===== src/rtl/bcd_disp_drv.sv =====
// bcd_disp_drv: binary-to-BCD converter and 4-digit multiplexed 7-segment driver.
//
// A binary value is converted to BCD with shift-add-3, one bit per clock. The
// result is held in the digit registers. The four digits are scanned
// continuously onto a common-anode display, one anode at a time.
//
// Parameters:
//   IN_W      width of the binary input (1..13)
//   SCAN_DIV  clocks per digit slot (>= 2)
//
// Ports:
//   clk    system clock
//   rst_n  synchronous reset, active low
//   value  binary number to display
//   valid  load strobe, sampled only while busy=0
//   busy   conversion in progress
//   done   one-cycle pulse when the new digits are latched for display
//   seg    segments {g,f,e,d,c,b,a}, active low
//   an     digit anodes, active low, one-hot, an[0] = units
//
// Optional feature macro: BCD_DISP_DRV_LZB_EN enables leading-zero blanking.
// Blanked digits keep their anode slot, so the scan timing does not change.

module bcd_disp_drv #(
  parameter int unsigned IN_W     = 12,
  parameter int unsigned SCAN_DIV = 6750
) (
  input  logic            clk,
  input  logic            rst_n,
  input  logic [IN_W-1:0] value,
  input  logic            valid,
  output logic            busy,
  output logic            done,
  output logic [6:0]      seg,
  output logic [3:0]      an
);

  localparam int unsigned CntW = (IN_W > 1) ? $clog2(IN_W) : 1;
  localparam int unsigned PreW = $clog2(SCAN_DIV);

  typedef enum logic [0:0] {StIdle, StShift} state_e;

  state_e          state_q, state_d;
  logic [IN_W-1:0] bin_q;
  logic [15:0]     bcd_q;
  logic [15:0]     bcd_adj;
  logic [15:0]     bcd_shift;
  logic [CntW-1:0] cnt_q;
  logic [15:0]     digits_q;
  logic            done_q;
  logic            accept;
  logic            last;
  logic            cnt_last;

  logic [PreW-1:0] presc_q;
  logic [1:0]      idx_q;
  logic [6:0]      seg_q, seg_nxt;
  logic [3:0]      an_q;
  logic [3:0]      cur_digit;
  logic [3:0]      blank;

  function automatic logic [6:0] encode(input logic [3:0] d);
    logic [6:0] s;
    case (d)
      4'd0:    s = 7'h40;
      4'd1:    s = 7'h79;
      4'd2:    s = 7'h24;
      4'd3:    s = 7'h30;
      4'd4:    s = 7'h19;
      4'd5:    s = 7'h12;
      4'd6:    s = 7'h02;
      4'd7:    s = 7'h78;
      4'd8:    s = 7'h00;
      4'd9:    s = 7'h10;
      default: s = 7'h7F;
    endcase
    return s;
  endfunction

  assign cnt_last = (cnt_q == CntW'(IN_W - 1));

  // Conversion FSM: state register
  always_ff @(posedge clk) begin
    if (!rst_n) begin
      state_q <= StIdle;
    end else begin
      state_q <= state_d;
    end
  end

  // Conversion FSM: next state
  always_comb begin
    state_d = state_q;
    unique case (state_q)
      StIdle:  if (valid) state_d = StShift;
      StShift: if (cnt_last) state_d = StIdle;
      default: state_d = StIdle;
    endcase
  end

  // Conversion FSM: outputs
  always_comb begin
    busy   = (state_q == StShift);
    accept = (state_q == StIdle) && valid;
    last   = (state_q == StShift) && cnt_last;
  end

  // Shift-add-3 step: correct nibbles >= 5, then shift {bcd, bin} left by one.
  always_comb begin
    bcd_adj = bcd_q;
    for (int i = 0; i < 4; i++) begin
      if (bcd_q[4*i +: 4] >= 4'd5) begin
        bcd_adj[4*i +: 4] = bcd_q[4*i +: 4] + 4'd3;
      end
    end
    bcd_shift = {bcd_adj[14:0], bin_q[IN_W-1]};
  end

  always_ff @(posedge clk) begin
    if (!rst_n) begin
      bin_q    <= '0;
      bcd_q    <= '0;
      cnt_q    <= '0;
      digits_q <= '0;
      done_q   <= 1'b0;
    end else begin
      done_q <= last;
      if (accept) begin
        bin_q <= value;
        bcd_q <= '0;
        cnt_q <= '0;
      end else if (busy) begin
        bin_q <= bin_q << 1;
        bcd_q <= bcd_shift;
        cnt_q <= cnt_q + CntW'(1);
      end
      // The final shift result goes straight to the display registers.
      if (last) begin
        digits_q <= bcd_shift;
      end
    end
  end

  // Digit selection and optional leading-zero blanking
  always_comb begin
    cur_digit = 4'd0;
    unique case (idx_q)
      2'd0: cur_digit = digits_q[3:0];
      2'd1: cur_digit = digits_q[7:4];
      2'd2: cur_digit = digits_q[11:8];
      2'd3: cur_digit = digits_q[15:12];
      default: cur_digit = 4'd0;
    endcase

    blank = 4'b0000;
`ifdef BCD_DISP_DRV_LZB_EN
    blank[3] = (digits_q[15:12] == 4'd0);
    blank[2] = blank[3] && (digits_q[11:8] == 4'd0);
    blank[1] = blank[2] && (digits_q[7:4] == 4'd0);
    blank[0] = 1'b0;
`endif

    seg_nxt = blank[idx_q] ? 7'h7F : encode(cur_digit);
  end

  // Free-running scan; an and seg are registered together from the same index.
  always_ff @(posedge clk) begin
    if (!rst_n) begin
      presc_q <= '0;
      idx_q   <= 2'd0;
      seg_q   <= 7'h7F;
      an_q    <= 4'hF;
    end else begin
      if (presc_q == PreW'(SCAN_DIV - 1)) begin
        presc_q <= '0;
        idx_q   <= idx_q + 2'd1;
      end else begin
        presc_q <= presc_q + PreW'(1);
      end
      an_q  <= ~(4'b0001 << idx_q);
      seg_q <= seg_nxt;
    end
  end

  assign done = done_q;
  assign seg  = seg_q;
  assign an   = an_q;

endmodule

===== config.mk =====
export PLATFORM = sky130hd
export DESIGN_NAME = bcd_disp_drv
export DESIGN_NICKNAME = d
export VERILOG_FILES = /design/src/rtl/bcd_disp_drv.sv
export SDC_FILE = /design/constraint.sdc
export NUM_CORES = 1
export LEC_CHECK = 0
export CELL_PAD_IN_SITES_DETAIL_PLACEMENT = 0
export CELL_PAD_IN_SITES_GLOBAL_PLACEMENT = 1
export CORE_UTILIZATION = 45
export CTS_BUF_LIST = sky130_fd_sc_hd__clkbuf_4
export DETAILED_ROUTE_END_ITERATION = 12
export PLACE_DENSITY_LB_ADDON = 0.12
export SLEW_MARGIN = 10
export SYNTH_ARGS = -nofsm -noshare
export SYNTH_HDL_FRONTEND = slang
export SYNTH_SLANG_ARGS = --single-unit

===== constraint.sdc =====
create_clock -name clk -period 4.9 [get_ports clk]
set_input_delay 1.47 -clock clk [delete_from_list [all_inputs] [get_ports clk]]
set_output_delay 1.47 -clock clk [all_outputs]
set_load 0.1 [all_outputs]

### Word-level counts from Yosys, hierarchy flattened

Memories as Yosys holds them, arrays and structs flattened. A register that Yosys moved wholly into a read port is not among the register bits.
Index checks and enable logic that the tools add are counted.

* ROM bits: 112
* logic and storage cells: 50
* memories: 1
* register bits: 69
* output and inout bits: 13

Memory list
* (no name shown): words 16, width 7, rd ports 1, clocked after memory_dff 1, write ports 0, line 64 `case (d)`

* eq/ne operators: 5
* order comparisons: 5
* add/sub/neg operators: 7
* muxes and demuxes: 12
* bitwise operators: 3
* reductions and logical operators: 7
* shift operators: 1

Operators with widths (number)
* $mux 12: 2
* $ge 4x3->1 const B: 4
* $pmux 4 s4: 1
* $add 13x1->13 const B: 1
* $eq 13x13->1 const B: 1
* $add 4x2->4 const B: 3
* $mux 4: 3
* $reduce_or 2->1: 3
* $add 4x1->4 const B: 1
* $eq 2x2->1 const B: 2
* $eq 4x4->1 const B: 1
* $not 4->4: 1
* $shl 1x2->4 const A: 1
* $add 3x2->3 const B: 1
* $lt 2x3->1 const B: 1
* $mux 1: 3
* $mux 3: 1
* $add 2x1->2 const B: 1
* $bmux 1 s2: 1
* $eq 2x1->1 const B: 1
* $logic_and 1x1->1: 2
* $logic_not 2->1: 1
* $not 1->1: 2
* $pmux 1 s2: 1
* $reduce_bool 2->1: 1

### Logic depth before layout (Yosys ltp)

Gate-level depths: netlist of the first run.

* depth in word-level cells: 3
* depth in mapped cells: 10

### Worst setup path before layout of the first run

Ideal clock, no wire load.

* kind: input port to flip-flop
* start point: input port valid
* end point: register bin_q[10]
* path buffers: 2
* required time: 4785 ps
* arrival time: 2363 ps
* stages on the path: 5
* library setup time: 115 ps
* path slack: 2422 ps
* cell sequence: clkbuf_1 > buf_2 > mux2i_1 > o21ai_0 > and2_1

* word-level cells in the longest chain between the ends: 2
* elaborated cells on any way between the ends: 3
* those cells by class: mux: 1; reduce/logical: 2

Ends and longest elaborated chain
* start, declared: line 31 `input logic valid,`
* $logic_and 1x1->1 *: line 104 `accept = (state_q == StIdle) && valid;`
* $mux 12 / $reduce_bool 2->1 (equally long branches)
* end signal, assigned: line 129 `bin_q <= value;`
* end signal, assigned: line 133 `bin_q <= bin_q << 1;`
* end, declared: line 44 `logic [IN_W-1:0] bin_q;`

Every way passes the cells marked *; elsewhere a longest branch is shown, timed or not.
A chain may end at the register's enable or synchronous reset.

### Worst setup path after layout of the first run

* start point: register state_q, in the netlist busy
* end point: output port busy

RTL lines
* start, declared: line 43 `state_e state_q, state_d;`
* start signal, assigned: line 85 `state_q <= StIdle;`
* start signal, assigned: line 87 `state_q <= state_d;`
* end, declared: line 32 `output logic busy,`

No word-level cell between the ends.

==> results.json, run 1 <==
{
  "globalplace.congestion": 0.789,
  "p_leak_nw": 1.61,
  "rrSetupSlack_ps": 2790,
  "r2r-end": "seg[6]",
  "grt_setup_unrepaired": "false",
  "netlist_instances": 398,
  "min_to": "digits_q[14]",
  "holdCritPathClass": "reg -> reg",
  "io_pins": 28,
  "slew_headroom_pct": 33.4,
  "crit_fanout": 2,
  "hold_viol": 0,
  "cp-start-kind": "flip-flop",
  "slew_viol_final": 0,
  "post-dp-hpwl_mm": 4.27,
  "async_reset_ff_share_pct": 0,
  "finalWirelength_mm": 6.24,
  "antenna_cells": 0,
  "max_cap_violations": 0,
  "cts_made_buffers": 9,
  "fp.dieW_um": 90.1,
  "area_delta_synth_final_pct": 15.1,
  "reg2reg_depth": 9,
  "cts_buffer_depth": 2,
  "power.density_nw_per_um2": 303,
  "power_frac_seq_pct": 52.6,
  "cts.sinks": 76,
  "syn_avg_cell_area_um2": 8.78,
  "grt_max_degree": 54,
  "rows": 31,
  "postCtsHoldBufs": 0,
  "first_pass_iters": 4,
  "drc": 0,
  "power_frac_clock_pct": 38.5,
  "critPathMaxStageDelay_ps": 1120,
  "grt_pass1_vias": 2364,
  "post_cts_resized": 0,
  "htreeDepth": 3,
  "vias": 2643,
  "start_util_pct": 47.4,
  "power_mw": 1.22,
  "grt_usage_pct": 16.3,
  "final.setup.tns_ps": 0,
  "gr-total-overflow": 0,
  "clk_latency_ps": 400,
  "hold_depth": 2,
  "min_period_ps": 3330,
  "antenna_found_initial": 0,
  "synthDistinctLibCells": 35,
  "die_area_um2": 8120,
  "peakVddDrop_uv": 143,
  "core_region_area_um2": 7370,
  "crit_chain": "clkdlybuf4s50_1",
  "synth_nets": 432,
  "cts-root-buf": "clkbuf_4",
  "initialDrtViolationCount": 111,
  "ys_seq_area_share_pct": 43.5,
  "postCtsSetupRepairBufs": 0,
  "wl_per_cell_um": 11.9,
  "yosysWarnings": 0,
  "p_comb_share_pct": 8.9,
  "tritoncts": "done",
  "fin_nets": 454,
  "drtAntennaViolNets": 0,
  "cp_slowest_cell": "clkdlybuf4s50_1",
  "path_clk_slew_ps": 110,
  "cp.required_ps": 3430,
  "portBuffers": 27,
  "synth_area_um2": 3490,
  "cp_num_buf_inv": 1,
  "critical-path-top-delay-family": "buffers and inverters",
  "die_height_um": 90.1,
  "fmax_mhz": 300,
  "grt_pass1_wl_mm": 10.6,
  "drive_above_1_share_pct": 6.35,
  "critical_path_class": "reg -> out",
  "setup_viol": 0,
  "timing.rr.start": "idx_q[1]",
  "intPower_uw": 943,
  "ys_seq_elements": 76,
  "p_sw_uw": 277,
  "synth-main-ff-cell": "dfxtp_1",
  "status": "finished, final reports clean",
  "crit_arrival_ps": 1860,
  "routed_via_density": 5.04,
  "timing.final.crit_share_pct": 68.0,
  "synth_edf_count": 0,
  "fin_skew_ps": 10.9,
  "hold_start": "digits_q[14]",
  "final_util_pct": 54.6,
  "worstMarginPinSlew_ps": 996,
  "fillCellCount": 695,
  "worst_setup_path_end_kind": "output pin",
  "switching_share_pct": 22.7
}
## kinds of logic after synthesis
| kind of cell | count (synthesis) | synth area share (%) |
|---|---|---|
| AO/OA/AOI/OAI | 76 | 13.1 |
| adder cells (fa/ha/maj) | 19 | 6.80 |
| flip-flops | 76 | 43.5 |
| XOR/XNOR | 17 | 4.26 |
| AND/OR/NAND/NOR | 136 | 18.0 |
| multiplexers | 33 | 9.56 |
| buffers and inverters | 41 | 4.73 |
## synthesized netlist by cell type (all sizes together) (4+ instances only)
master | instances | area (um2)
dfxtp | 76 | 1520
nand2 | 55 | 206
nor2 | 38 | 143
mux2i | 30 | 300
o21ai | 29 | 145
a21oi | 23 | 115
inv | 21 | 78.8
ha | 19 | 238
clkbuf | 16 | 60.1
and2 | 13 | 81.3
a21boi | 9 | 67.6
xnor2 | 9 | 78.8
xor2 | 8 | 70.1
nand3 | 7 | 35.0
nor3b | 5 | 37.5
buf | 4 | 26.3
nand2b | 4 | 25.0
## registers in the layout, indices dropped and copies added, names as in the netlist
name / count
presc_q: 13
cnt_q: 4
an: 4
idx_q: 2
bin_q: 12
bcd_q: 16
done: 1
busy: 1
digits_q: 16
seg: 7
## worst max-delay path by stage
stage,from,endpoint,cells after the start
after floorplan,valid,bin_q[10],5
after global placement,rst_n,presc_q[11],4
after detailed placement,rst_n,presc_q[9],4
after CTS,seg[4],seg[4],1
after global routing,busy,busy,1
final,busy,busy,1
## cell type report
cell class	count	area, um2	share of cell area [%]
flip-flops and latches	76	1520	37.9
multi-input cells	281	1810	45.1
well taps	99	124	3.08
clock buffers	11	82.6	2.05
clock inverters	5	100	2.49
inverters	21	78.8	1.96
repair buffers	31	300	7.47
## power groups by stage
| stage | clock network, mW | logic, mW | registers, mW |
|---|---|---|---|
| after CTS | 0.486 | 0.110 | 0.642 |
| after detailed placement | 0 | 0.110 | 0.656 |
| after global routing | 0.513 | 0.120 | 0.644 |
| after global placement | 0 | 0.109 | 0.655 |
| final | 0.470 | 0.109 | 0.641 |
| after floorplan | 0 | 0.0556 | 0.681 |
## layer usage
layer	global-route usage [%]	part of all wire, %	routed length [um]
met1	20.4	50	3150
met2	26.3	45	2780
met3	3.47	2.9	184
met4	8.47	2.0	123
met5	0	0	0
## worst min-delay path, stage by stage (launching register included)
cell and delay (ps):
dfxtp_1 320, nand2_1 50, a21boi_0 70
## layout by cell type, fill, tap and decap left out, types with 8 or more instances in the layout
master / Yosys / routed
a21boi_0: 9 / 9
a21oi_1: 23 / 23
and2_1: 13 / 13
clkbuf_4: 0 / 11
clkdlybuf4s50_1: 0 / 27
dfxtp_1: 76 / 75
ha_1: 19 / 19
inv_1: 21 / 21
mux2i_1: 30 / 30
nand2_1: 55 / 55
nor2_1: 38 / 38
o21ai_0: 29 / 28
xnor2_1: 9 / 9
xor2_1: 8 / 8
## metrics by stage
stage	std cells	setup slack [ps]	area (um2)	hold slack (ps)
after global placement	508	1570	3840	455
after floorplan	398	2420	3490	443
final	524	1570	4020	476
after detailed placement	508	1540	3840	464
after global routing	524	1500	4020	512
after CTS	524	1520	4020	480
Note: power is estimated with default switching activity, not from simulation.
==> inputs of run 2 (changes only) <==
--- a/config.mk
+++ b/config.mk
@@ -7,7 +7,7 @@
 export LEC_CHECK = 0
 export CELL_PAD_IN_SITES_DETAIL_PLACEMENT = 0
 export CELL_PAD_IN_SITES_GLOBAL_PLACEMENT = 1
-export CORE_UTILIZATION = 45
+export CORE_UTILIZATION = 41
 export CTS_BUF_LIST = sky130_fd_sc_hd__clkbuf_4
 export DETAILED_ROUTE_END_ITERATION = 12
 export PLACE_DENSITY_LB_ADDON = 0.12
==> constraint.sdc (replaced) <==
create_clock -name clk -period 3 [get_ports clk]
set_input_delay 0.9 -clock clk [delete_from_list [all_inputs] [get_ports clk]]
set_output_delay 0.9 -clock clk [all_outputs]
set_load 0.1 [all_outputs]
==> run 2 against run 1 <==
Clock skew increased by 6.5 ps. Wire length increased by 1.7%. Via count decreased by 2.5%. Sequential share of layout area increased by 0.44 points. Largest cell class unchanged. Register-to-register slack got worse by 1900 ps. Combinational power increased by 58%. Global-route usage decreased by 0.80 points. Die area increased by 9.5%. First-iteration DRC count decreased by 21%. Design area decreased by 1.2%. Clock power increased by 27%.
==> results.json, run 2 (synthesized netlist as in run 1, its figures left out) <==
{
  "timing.final.crit_share_pct": 77.2,
  "grt_setup_unrepaired": "false",
  "worst_setup_path_end_kind": "output pin",
  "cts_made_buffers": 9,
  "core_region_area_um2": 8220,
  "final.setup.tns_ps": 0,
  "slew_viol_final": 0,
  "vias": 2578,
  "routed_via_density": 4.85,
  "rows": 33,
  "start_util_pct": 42.5,
  "tritoncts": "done",
  "critical-path-top-delay-family": "flip-flops",
  "globalplace.congestion": 0.728,
  "clk_latency_ps": 400,
  "fin_nets": 456,
  "peakVddDrop_uv": 241,
  "fmax_mhz": 432,
  "drc": 0,
  "wl_met3_um": 206,
  "setup_viol": 0,
  "crit_arrival_ps": 1420,
  "power.density_nw_per_um2": 460,
  "finalWirelength_mm": 6.34,
  "die_height_um": 94.3,
  "grt_pass1_wl_mm": 10.8,
  "critPathMaxStageDelay_ps": 750,
  "post-dp-hpwl_mm": 4.44,
  "cts.sinks": 76,
  "holdCritPathClass": "reg -> reg",
  "wl_met2_mm": 2.82,
  "grt_pass1_vias": 2331,
  "postCtsSetupRepairBufs": 0,
  "fin_skew_ps": 17.4,
  "power_mw": 1.83,
  "min_period_ps": 2320,
  "cp-start-kind": "flip-flop",
  "cts-root-buf": "clkbuf_4",
  "reg_top3": "bcd_q x16, digits_q x16, presc_q x13",
  "final_common_cell": "dfxtp_1",
  "cp_slowest_cell": "dfxtp_2",
  "highest_layer": "met4",
  "hold_viol": 0,
  "cp.required_ps": 2100,
  "critical_path_class": "reg -> out",
  "cp_num_buf_inv": 1,
  "final_cell_mix": "dfxtp_1 (75), nand2_1 (55), nor2_1 (38)",
  "htreeDepth": 3,
  "crit_fanout": 34,
  "status": "finished, final reports clean",
  "drive_above_1_share_pct": 9.62,
  "portBuffers": 27,
  "cts_buffer_depth": 2,
  "regArea_um2": 1520,
  "placed_cells": 516,
  "drtAntennaViolNets": 0,
  "p_leak_nw": 1.59,
  "antenna_cells": 0,
  "area_delta_synth_final_pct": 13.7,
  "post_cts_resized": 0,
  "hold_slack_ps": 470,
  "postCtsHoldBufs": 0,
  "fp.dieW_um": 94.3,
  "wl_per_cell_um": 11.9,
  "path_clk_slew_ps": 130,
  "first_pass_iters": 4,
  "max_cap_violations": 0,
  "fillCellCount": 829,
  "wl_met1_mm": 3.26,
  "worstMarginPinSlew_ps": 669,
  "gr-total-overflow": 0,
  "grt_usage_pct": 15.5,
  "die_area_um2": 8900,
  "initialDrtViolationCount": 88,
  "io_pins": 28,
  "crit_chain": "buf_12",
  "slew_headroom_pct": 55.2,
  "antenna_found_initial": 0,
  "grt_max_degree": 35,
  "layoutNonFillerInstCount": 531,
  "multi_input_area_um2": 1810
}
## run 2: cell types whose count changed in the layout (fill, tap and decap cells not counted), sizes merged
cell / previous run / this run
clkdlybuf4s50: 27 / 14
clkbuf: 11 / 9
clkinvlp: 0 / 3
bufinv: 3 / 1
buf: 4 / 19
## run 2: area by class of cell
| type | count | area share, % |
|---|---|---|
| clock buffers | 9 | 1.70 |
| flip-flops and latches | 76 | 38.3 |
| clock inverters | 6 | 1.67 |
| inverters | 21 | 1.98 |
| multi-input cells | 281 | 45.6 |
| repair buffers | 33 | 7.43 |
| well taps | 105 | 3.31 |
## run 2: path summary, 6_finish.rpt
check               startpoint      endpoint  slack (ps)  depth (start not counted)
hold reg to reg   digits_q[14]  digits_q[14]         470                          2
setup / recovery          busy          busy         680                          1
setup reg to reg      idx_q[1]        seg[6]         860                          9
hold / removal    digits_q[14]  digits_q[14]         470                          2
## run 2: where the power goes
group	switching, mW	leakage (nW)	internal (mW)
sequential	0.0241	0.618	1.03
clock	0.348	0.0640	0.249
combinational	0.102	0.912	0.0704
## run 2: metrics by stage
stage | cell area [um2] | setup slack (ps) | utilization [%]
after global placement | 3840 | 584 | 46.7
after detailed placement | 3840 | 545 | 46.7
after global routing | 3980 | 559 | 48.4
after floorplan | 3490 | 826 | -
final | 3980 | 683 | 48.4
after CTS | 3980 | 639 | 48.4
## run 2: routing by layer
layer  global-route usage (%)  vias up
met5                        0        -
met4                     5.77        0
met3                     3.56        6
met2                     24.4       26
met1                     20.5     1162
li1                         -     1384
==> inputs of run 3 (changes only) <==
--- a/config.mk
+++ b/config.mk
@@ -7,7 +7,7 @@
 export LEC_CHECK = 0
 export CELL_PAD_IN_SITES_DETAIL_PLACEMENT = 0
 export CELL_PAD_IN_SITES_GLOBAL_PLACEMENT = 1
-export CORE_UTILIZATION = 41
+export CORE_UTILIZATION = 45
 export CTS_BUF_LIST = sky130_fd_sc_hd__clkbuf_4
 export DETAILED_ROUTE_END_ITERATION = 12
 export PLACE_DENSITY_LB_ADDON = 0.12
==> constraint.sdc (replaced) <==
create_clock -name clk -period 2.2 [get_ports clk]
set_input_delay 0.66 -clock clk [delete_from_list [all_inputs] [get_ports clk]]
set_output_delay 0.66 -clock clk [all_outputs]
set_load 0.1 [all_outputs]
==> run 3 against run 2 <==
Total power rose by 43%. Non-clock buffer count increased by 5. Hold slack got worse by 0.51 ps.
==> results.json, run 3 (synthesized netlist as in run 1, its figures left out) <==
{
  "fmax_mhz": 497,
  "die_area_um2": 8120,
  "cts_made_buffers": 9,
  "cts.sinks": 76,
  "first_pass_iters": 4,
  "grt_pass1_vias": 2469,
  "grt-busiest-layer": "met2",
  "finalWirelength_mm": 6.55,
  "reg2reg_depth": 9,
  "globalplace.congestion": 0.812,
  "holdCritPathClass": "reg -> reg",
  "worst_setup_path_end_kind": "flip-flop",
  "finalInstanceArea_um2": 4050,
  "wl_per_cell_um": 12.3,
  "min_period_ps": 2010,
  "final_cell_mix": "dfxtp_1 (73), nand2_1 (55), nor2_1 (38)",
  "hold_depth": 2,
  "power.density_nw_per_um2": 647,
  "grt_setup_unrepaired": "false",
  "start_util_pct": 47.4,
  "crit_fanout": 5,
  "area_delta_synth_final_pct": 15.9,
  "crit_arrival_ps": 2300,
  "rows": 31,
  "antenna_found_initial": 0,
  "io_pins": 28,
  "fin_nets": 461,
  "timing.final.crit_share_pct": 91.5,
  "tritoncts": "done",
  "setup_viol": 0,
  "fin_skew_ps": 15.8,
  "grt_max_degree": 28,
  "max_cap_violations": 0,
  "die_height_um": 90.1,
  "portBuffers": 27,
  "postCtsHoldBufs": 0,
  "fp.dieW_um": 90.1,
  "gr-usage-met3_pct": 3.21,
  "gr-total-overflow": 0,
  "core_region_area_um2": 7370,
  "peakVddDrop_uv": 288,
  "p_leak_nw": 1.65,
  "slew_headroom_pct": 58.0,
  "drtAntennaViolNets": 0,
  "critical_path_class": "reg -> reg",
  "cts_buffer_depth": 2,
  "final_util_pct": 55.0,
  "cp-start-kind": "flip-flop",
  "cp.required_ps": 2480,
  "drc": 0,
  "grt_use_met1_pct": 22.6,
  "hold_viol": 0,
  "vias": 2647,
  "clk_latency_ps": 400,
  "status": "finished, final reports clean",
  "grt_usage_pct": 17.3,
  "drive_above_1_share_pct": 11.8,
  "slew_viol_final": 0,
  "cts-root-buf": "clkbuf_4",
  "reg_top3": "bcd_q x16, digits_q x16, presc_q x13",
  "final_common_cell": "dfxtp_1",
  "grt_util_met2_pct": 27.5,
  "grt_pass1_wl_mm": 11.3,
  "hold_slack_ps": 470,
  "initialDrtViolationCount": 96,
  "dpl_cell_area_um2": 3860,
  "worstMarginPinSlew_ps": 626,
  "routed_via_density": 4.98,
  "final.setup.tns_ps": 0,
  "htreeDepth": 3,
  "path_clk_slew_ps": 110,
  "antenna_cells": 0,
  "post-dp-hpwl_mm": 4.52
}
## run 3: path summary, 6_finish.rpt
path	slack, ps	start	endpoint
worst min-delay path	470	digits_q[14]	digits_q[14]
worst max register to register	190	idx_q[1]	seg[6]
worst max-delay path	190	idx_q[1]	seg[6]
worst min register to register	470	digits_q[14]	digits_q[14]
## run 3: worst max-delay path: stages, from the launching register on
cell	delay (ps)
dfxtp_2	370
inv_1	80
ha_2	200
a222oi_1	340
mux2_4	240
inv_1	60
ha_1	190
mux2_2	280
nor2_1	80
o21ai_0	70
## run 3: metrics by stage
stage | total power, mW | instances | setup WS, ps
detailed placement | 1.72 | 512 | 71.4
finish | 2.62 | 531 | 187
CTS | 2.65 | 528 | 44.0
floorplan | 1.64 | 398 | 26.3
global route | 2.73 | 531 | 24.1
global placement | 1.71 | 512 | 171
## run 3: where the power goes
part | internal (mW) | total (mW) | switching, mW
Sequential | 1.41 | 1.43 | 0.0221
Clock | 0.465 | 0.939 | 0.474
Combinational | 0.102 | 0.252 | 0.150
Total | 1.98 | 2.62 | 0.645
## run 3: final cells by class
class                   instances  area [um2]
fillers                       716        3320
well taps                      99         124
multi-input cells             281        1820
inverters                      21        78.8
clock inverters                 6        78.8
repair buffers                 38         345
flip-flops and latches         76        1530
clock buffers                  10        75.1
## run 3: what timing repair did
action                                  CTS  global route
setup buffers                             0             3
gates resized for setup                   0             6
endpoints found under the hold margin     0             0
endpoints found under the setup margin    0             6
## run 3: metal layers
metal / wire length [um] / share of wire (%)
met1: 3290 / 50
met3: 186 / 2.8
met5: 0 / 0
met2: 2990 / 46
met4: 78 / 1.2
